<file path="src/rtl/voice_read_scheduler.sv">
// Polyphonic DRAM read requester: each active voice posts one request per sample chunk, drained
// round-robin onto AXI-Stream. Define VOICE_STEAL_EN to reuse the voice at the arbiter pointer when all are busy.
module voice_read_scheduler #(
    parameter int NUM_VOICES    = 8,
    parameter int NUM_INSTR     = 3,
    parameter int ADDR_W        = 24,
    parameter int PERIOD_W      = 14,
    parameter int CHUNK_SAMPLES = 8,
    parameter int CHUNK_WORDS   = 8,
    parameter int PERIOD_RST    = 2272,
    localparam int INSTR_W      = (NUM_INSTR > 1) ? $clog2(NUM_INSTR) : 1,
    localparam int VOICE_W      = $clog2(NUM_VOICES),
    localparam int DATA_W       = INSTR_W + PERIOD_W + ADDR_W
) (
    input  logic                           clk,
    input  logic                           rst_n,
    input  logic [PERIOD_W-1:0]            sample_period,
    input  logic                           setup_complete,
    input  logic [NUM_INSTR:0][ADDR_W-1:0] addr_offsets,
    input  logic                           trig_valid,
    input  logic [INSTR_W-1:0]             trig_instr,
    output logic                           m_axis_tvalid,
    input  logic                           m_axis_tready,
    output logic [DATA_W-1:0]              m_axis_tdata,
    output logic [VOICE_W-1:0]             m_axis_tuser,
    output logic                           m_axis_tlast,
    output logic [NUM_VOICES-1:0]          active_voices,
    output logic                           overrun,
    output logic [7:0]                     drop_count
);
    localparam int CNT_W = PERIOD_W + $clog2(CHUNK_SAMPLES);

    typedef enum logic {V_IDLE, V_ACTIVE} voice_state_e;

    voice_state_e        state_q [NUM_VOICES];
    logic [ADDR_W:0]     addr_q  [NUM_VOICES];
    logic [ADDR_W-1:0]   stop_q  [NUM_VOICES];
    logic [INSTR_W-1:0]  instr_q [NUM_VOICES];
    logic [NUM_VOICES-1:0] pending_q;
    logic [VOICE_W-1:0]  ptr_q, ptr_d;
    logic [CNT_W-1:0]    cnt_q, cnt_d, chunk_end;
    logic [PERIOD_W-1:0] period_hold_q;
    logic                tvalid_q, tlast_q, overrun_q;
    logic [DATA_W-1:0]   tdata_q;
    logic [VOICE_W-1:0]  tuser_q;
    logic [7:0]          drop_q;

    logic chunk_tick, load, grant_vld, grant_fire, grant_last, overrun_hit;
    logic [VOICE_W-1:0] grant_idx, match_idx, free_idx, trig_sel;
    logic match_vld, free_vld, sel_vld, span_ok, trig_en, trig_load, trig_drop;
    logic [ADDR_W-1:0] span_start, span_stop;
    logic [NUM_VOICES-1:0] grant_oh, trig_oh, act_after;

    assign chunk_end  = CNT_W'(period_hold_q) * CNT_W'(CHUNK_SAMPLES) - CNT_W'(1);
    assign chunk_tick = (cnt_q == chunk_end);
    assign cnt_d      = chunk_tick ? '0 : cnt_q + CNT_W'(1);

    // Stream handshake: a beat transfers on a cycle where tvalid & tready are both high; while tvalid is
    // high and tready low the beat (tdata/tuser/tlast) is held and tvalid stays high.
    assign load = !tvalid_q || m_axis_tready;

    always_comb begin
        int idx;
        grant_vld = 1'b0;
        grant_idx = '0;
        for (int k = 0; k < NUM_VOICES; k++) begin
            idx = int'(ptr_q) + k;
            if (idx >= NUM_VOICES) idx = idx - NUM_VOICES;
            if (!grant_vld && pending_q[idx[VOICE_W-1:0]]) begin
                grant_vld = 1'b1;
                grant_idx = idx[VOICE_W-1:0];
            end
        end
        grant_fire = load && grant_vld && setup_complete;
        grant_last = (addr_q[grant_idx] + (ADDR_W+1)'(CHUNK_WORDS)) >= {1'b0, stop_q[grant_idx]};
        ptr_d = ptr_q;
        if (grant_fire)
            ptr_d = (grant_idx == VOICE_W'(NUM_VOICES-1)) ? '0 : grant_idx + VOICE_W'(1);
    end

    always_comb begin
        span_start = '0;
        span_stop  = '0;
        for (int i = 0; i < NUM_INSTR; i++) begin
            if (trig_instr == INSTR_W'(i)) begin
                span_start = addr_offsets[i];
                span_stop  = addr_offsets[i+1];
            end
        end
        span_ok   = span_start < span_stop;
        match_vld = 1'b0;
        match_idx = '0;
        free_vld  = 1'b0;
        free_idx  = '0;
        for (int v = 0; v < NUM_VOICES; v++) begin
            if (!match_vld && state_q[v] == V_ACTIVE && instr_q[v] == trig_instr) begin
                match_vld = 1'b1;
                match_idx = VOICE_W'(v);
            end
            if (!free_vld && state_q[v] == V_IDLE) begin
                free_vld = 1'b1;
                free_idx = VOICE_W'(v);
            end
        end
        sel_vld  = 1'b1;
        trig_sel = '0;
        if (match_vld)     trig_sel = match_idx;
        else if (free_vld) trig_sel = free_idx;
        else begin
`ifdef VOICE_STEAL_EN
            trig_sel = ptr_d;
`else
            sel_vld  = 1'b0;
`endif
        end
        trig_en   = trig_valid && setup_complete;
        trig_load = trig_en && span_ok && sel_vld;
        trig_drop = trig_en && !(span_ok && sel_vld);
    end

    always_comb begin
        for (int v = 0; v < NUM_VOICES; v++) begin
            grant_oh[v]      = grant_fire && (grant_idx == VOICE_W'(v));
            trig_oh[v]       = trig_load && (trig_sel == VOICE_W'(v));
            active_voices[v] = (state_q[v] == V_ACTIVE);
            act_after[v]     = active_voices[v] && !(grant_oh[v] && grant_last);
        end
        // A voice reloaded by a trigger or drained this cycle is not a missed chunk.
        overrun_hit = chunk_tick && setup_complete && |(pending_q & ~grant_oh & ~trig_oh);
    end

    always_ff @(posedge clk or negedge rst_n) begin
        if (!rst_n) begin
            for (int v = 0; v < NUM_VOICES; v++) begin
                state_q[v] <= V_IDLE;
                addr_q[v]  <= '0;
                stop_q[v]  <= '0;
                instr_q[v] <= '0;
            end
            pending_q     <= '0;
            ptr_q         <= '0;
            cnt_q         <= '0;
            period_hold_q <= PERIOD_W'(PERIOD_RST);
            tvalid_q      <= 1'b0;
            tdata_q       <= '0;
            tuser_q       <= '0;
            tlast_q       <= 1'b0;
            overrun_q     <= 1'b0;
            drop_q        <= '0;
        end else begin
            cnt_q <= cnt_d;
            if (chunk_tick) period_hold_q <= sample_period;
            if (load) begin
                tvalid_q <= grant_fire;
                if (grant_fire) begin
                    tdata_q <= {instr_q[grant_idx], period_hold_q, addr_q[grant_idx][ADDR_W-1:0]};
                    tuser_q <= grant_idx;
                    tlast_q <= grant_last;
                end
            end
            ptr_q <= ptr_d;
            for (int v = 0; v < NUM_VOICES; v++) begin
                if (grant_oh[v]) begin
                    pending_q[v] <= 1'b0;
                    addr_q[v]    <= addr_q[v] + (ADDR_W+1)'(CHUNK_WORDS);
                    if (grant_last) state_q[v] <= V_IDLE;
                end
                if (chunk_tick && act_after[v]) pending_q[v] <= 1'b1;
                if (trig_oh[v]) begin
                    state_q[v]   <= V_ACTIVE;
                    pending_q[v] <= 1'b1;
                    addr_q[v]    <= {1'b0, span_start};
                    stop_q[v]    <= span_stop;
                    instr_q[v]   <= trig_instr;
                end
                if (!setup_complete) begin
                    state_q[v]   <= V_IDLE;
                    pending_q[v] <= 1'b0;
                end
            end
            if (overrun_hit) overrun_q <= 1'b1;
            if (trig_drop && drop_q != 8'hFF) drop_q <= drop_q + 8'd1;
        end
    end

    assign m_axis_tvalid = tvalid_q;
    assign m_axis_tdata  = tdata_q;
    assign m_axis_tuser  = tuser_q;
    assign m_axis_tlast  = tlast_q;
    assign overrun       = overrun_q;
    assign drop_count    = drop_q;
endmodule

</file>
<file path="config.mk">
export PLATFORM = sky130hd
export DESIGN_NAME = voice_read_scheduler
export DESIGN_NICKNAME = d
export VERILOG_FILES = /design/src/rtl/voice_read_scheduler.sv
export SDC_FILE = /design/constraint.sdc
export NUM_CORES = 1
export LEC_CHECK = 0
export ABC_AREA = 1
export BUFFER_PORTS_ARGS = -buffer_cell sky130_fd_sc_hd__buf_4
export CORE_MARGIN = 2
export CORE_UTILIZATION = 40
export DETAILED_ROUTE_END_ITERATION = 6
export PLACE_DENSITY_LB_ADDON = 0.3
export SLEW_MARGIN = 20
export SYNTH_ARGS = -nofsm -noshare
export SYNTH_HDL_FRONTEND = slang
export SYNTH_SLANG_ARGS = --single-unit
</file>
<file path="constraint.sdc">
create_clock -name clk -period 15.9 [get_ports clk]
set_clock_uncertainty 0.2 [all_clocks]
set_input_delay 1.59 -clock clk [delete_from_list [all_inputs] [get_ports clk]]
set_output_delay 1.59 -clock clk [all_outputs]
set_load 0.03 [all_outputs]
</file>
==> results_tabular.tex <==
\begin{tabular}{lr}
\hline
Metric & Value \\
\hline
\multicolumn{2}{l}{\textbf{Synth}} \\
\quad Count of distinct cell types in the synthesized netlist & 65 \\
\quad Most frequent cell after synthesis & sky130\_fd\_sc\_hd\_\_nand2\_1 \\
\quad Count of mapped cells out of synthesis & 4,037 \\
\quad Leading cell types by total area after synthesis & sky130\_fd\_sc\_hd\_\_dfrtp\_1 41\%, sky130\_fd\_sc\_hd\_\_nand2\_1 12\%, sky130\_fd\_sc\_hd\_\_nand3\_1 7.3\%, sky130\_fd\_sc\_hd\_\_o21ai\_0 6.6\%, sky130\_fd\_sc\_hd\_\_inv\_1 5.1\% \\
\quad Post-synthesis area per instance & 7.61 µm² \\
\quad Share of async-settable or async-resettable flops after synthesis & 100\% \\
\quad Area share of the largest cell type after synthesis & 41.4\% \\
\quad Top cells by count, synth & 985 x sky130\_fd\_sc\_hd\_\_nand2\_1, 508 x sky130\_fd\_sc\_hd\_\_dfrtp\_1, 448 x sky130\_fd\_sc\_hd\_\_nand3\_1 \\
\quad Ys flop type & sky130\_fd\_sc\_hd\_\_dfrtp\_1 \\
\quad Netlist area before placement & 30,700 µm² \\
\quad Number of flops mapped to enable cells by yosys & 0 \\
\quad Yosys warnings & 0 \\
\quad Syn nets & 4,221 \\
\quad Post-synthesis register bit count & 512 \\
\quad Proportion of synthesized chip area in sequential cells & 41.7\% \\
\quad Cell type contributing the most total cell area after synthesis & sky130\_fd\_sc\_hd\_\_dfrtp\_1 \\
\multicolumn{2}{l}{\textbf{Layout}} \\
\quad Synth-to-Final Area Change & 14.0\% \\
\quad Fin nets & 4,302 \\
\quad Layout fillers & 7,586 \\
\quad Final Non-Filler Cells & 5,196 \\
\quad Share of cells above drive strength 1 & 11.1\% \\
\multicolumn{2}{l}{\textbf{Critical path}} \\
\quad CP required & 16,280 ps \\
\quad Internal reg-to-reg setup slack & 7460 ps \\
\quad Worst r2r dst & pending\_q[7] \\
\quad Cell depth of the worst flop-to-flop path & 38 \\
\quad Kind of critical path & flop to flop \\
\quad Critical path capture point type & flop \\
\quad Biggest fanout along the worst timing path & 75 \\
\quad CP max-delay cell & sky130\_fd\_sc\_hd\_\_buf\_4 \\
\quad Reg2Reg Launch Point & ptr\_q[1] \\
\quad CP arrival & 8820 ps \\
\quad Crit path launch type & flop \\
\quad CP max stage delay & 750 ps \\
\multicolumn{2}{l}{\textbf{Clocking}} \\
\quad CTS tree & done \\
\quad Number of setup buffers added after CTS & 0 \\
\quad Number of buffers created by CTS & 57 \\
\quad Maximum level of the CTS H-tree & 2 \\
\quad Number of buffers on the longest clock path & 3 \\
\quad Post\_cts resized & 0 \\
\quad Cell at the root of the clock tree & sky130\_fd\_sc\_hd\_\_clkbuf\_16 \\
\quad Clock sink total & 512 \\
\quad Clock slew at reported path FFs & 60 ps \\
\quad Clock latency at the later pin of the worst-skew pair & 650 ps \\
\quad Number of buffers inserted for hold repair after clock tree synthesis & 0 \\
\multicolumn{2}{l}{\textbf{Routing}} \\
\quad Drt total wl & 104 mm \\
\quad Mean number of vias per cell & 5.54 \\
\quad Number of detailed-route iterations in the first pass & 6 \\
\quad Average detailed-routed wire length per instance & 20.1 µm \\
\quad Via count & 28,800 \\
\quad DRT iter0 DRCs & 3,191 \\
\quad Residual DRC & 0 \\
\quad Antenna violation net count after detailed routing & 0 \\
\multicolumn{2}{l}{\textbf{GRT}} \\
\quad Total track usage & 26.2\% \\
\quad Antenna violations before repair & 2 \\
\quad Via count of the first global-routing pass & 27,100 \\
\quad Maximum number of pins on one net before global-route repair & 180 \\
\quad Overall overflow remaining after global route & 0 \\
\quad Global-route wire length before repair & 161 mm \\
\multicolumn{2}{l}{\textbf{STA}} \\
\quad Max-slew violation count & 0 \\
\quad Period utilisation layout & 53.1\% \\
\quad Clock period minus worst slack & 8440 ps \\
\quad Setup violators final & 0 \\
\quad Worst slew margin relative to its limit & 19.2\% \\
\quad Setup TNS & 0 ps \\
\quad RSZ-0062 raised after global routing & false \\
\quad Worst-margin pin slew & 1210 ps \\
\quad Count of endpoints failing hold in the final timing report & 0 \\
\quad Fmax achieved & 118 MHz \\
\multicolumn{2}{l}{\textbf{Floorplan}} \\
\quad Ports placed on the boundary & 179 \\
\quad Initial core utilization & 40.4\% \\
\quad Overall die height & 281 µm \\
\quad Number of rows created at floorplan & 101 \\
\quad Std-Cell Core Area & 75,900 µm² \\
\quad Die W & 281 µm \\
\quad DIE AREA & 79,000 µm² \\
\multicolumn{2}{l}{\textbf{Min path}} \\
\quad Path class of the lowest-slack min-delay path & flop to flop \\
\quad Startpoint of the most critical hold path & m\_axis\_tuser[2] \\
\quad Hold Path Sink & m\_axis\_tuser[2] \\
\quad Worst hold path cell count & 2 \\
\multicolumn{2}{l}{\textbf{Placement}} \\
\quad Final weighted congestion in routability-driven placement & 0.938 \\
\quad Half-perimeter wire length of the detailed placement result & 72.1 mm \\
\quad Input/output buffers & 178 \\
\quad Placed cells & 5,089 \\
\multicolumn{2}{l}{\textbf{Run status}} \\
\quad Status & finished clean \\
\multicolumn{2}{l}{\textbf{Run}} \\
\quad Max-cap violations & 0 \\
\hline
\end{tabular}
-- stage by stage --
stage	hold slack [ps]	area, µm²	util [%]	worst slack, ps
global placement	262	33000	43.5	7790
detailed placement	268	33000	43.5	7660
CTS	284	35000	46.1	7620
floorplan	232	30700	-	10430
finish	279	35000	46.1	7460
global route	303	35000	46.1	6840
-- how the worst max path moves through the flow --
stage | startpoint | endpoint | cells after the start
after global routing | ptr_q[1] | active_voices[1] | 39
after detailed placement | ptr_q[1] | pending_q[7] | 38
final | ptr_q[1] | pending_q[7] | 38
after CTS | ptr_q[1] | active_voices[1] | 38
after global placement | ptr_q[1] | pending_q[7] | 38
after floorplan | trig_instr[1] | addr_q[44] | 21
-- cell usage in the layout, fill, tap and decap left out, types with 8 or more instances in the layout --
cell type	n
sky130_fd_sc_hd__nand2_1	979
sky130_fd_sc_hd__dfrtp_1	508
sky130_fd_sc_hd__nand3_1	444
sky130_fd_sc_hd__inv_1	416
sky130_fd_sc_hd__o21ai_0	405
sky130_fd_sc_hd__buf_4	246
sky130_fd_sc_hd__nor2_1	206
sky130_fd_sc_hd__xor2_1	160
sky130_fd_sc_hd__o221ai_1	121
sky130_fd_sc_hd__nor3_1	84
sky130_fd_sc_hd__a21oi_1	70
sky130_fd_sc_hd__ha_1	67
sky130_fd_sc_hd__clkbuf_16	57
sky130_fd_sc_hd__nand4_1	39
sky130_fd_sc_hd__xnor2_1	26
sky130_fd_sc_hd__o211ai_1	25
sky130_fd_sc_hd__nor4_1	25
sky130_fd_sc_hd__o22ai_1	24
sky130_fd_sc_hd__a31oi_1	24
sky130_fd_sc_hd__a32o_1	23
sky130_fd_sc_hd__clkinv_2	17
sky130_fd_sc_hd__nand2_2	16
sky130_fd_sc_hd__inv_2	14
sky130_fd_sc_hd__nor2_2	14
sky130_fd_sc_hd__clkbuf_8	14
sky130_fd_sc_hd__nand3b_1	12
sky130_fd_sc_hd__nor3_2	11
sky130_fd_sc_hd__nand3_2	10
sky130_fd_sc_hd__or2_2	8
-- registers in the layout, summed over array words and instances (netlist names), 3 cells and up --
register and flops:
m_axis_tdata 40, addr_q 200, drop_count 8, stop_q 192, cnt_q 17, period_hold_q 14, instr_q 16, m_axis_tuser 3
active_voices 8, pending_q 8, ptr_q 3
-- layer usage --
metal	wire length, µm	GRT usage (%)	up-vias
li1	-	-	13700
met1	46100	36.9	13800
met2	45000	39.9	1159
met3	9790	5.75	172
met4	3320	8.57	2
met5	17	0	-
-- layout make-up --
class                   count  area (µm²)  share of cell area (%)
multi-input cells        2864       15400                    44.0
repair buffers            248        1880                    5.37
flip-flops and latches    512       12800                    36.6
inverters                 435        1640                    4.67
clock inverters            29         355                    1.01
clock buffers              77        1640                    4.69
diodes                      1        2.50                 0.00715
well taps                1030        1290                    3.68
-- kinds of logic after synthesis --
group           after synthesis  synth area share [%]
fa+ha+maj                    67                  2.73
simple gates               1880                  26.9
buf+inv                     661                  8.69
flops                       512                  41.7
xor+xnor                    189                  5.50
compound gates              727                  14.4
mux                           1                0.0367
-- critical path: cells and delay by family (launching register included) --
family / cells / cell delay, ps
simple gates: 23 / 2990
fa+ha+maj: 2 / 750
xor+xnor: 1 / 190
flops: 1 / 640
buf+inv: 6 / 2590
compound gates: 6 / 810
Power is left out: the tool's default activity adds up to more than one toggle a clock period on the data nets, which glitch-free logic cannot reach.
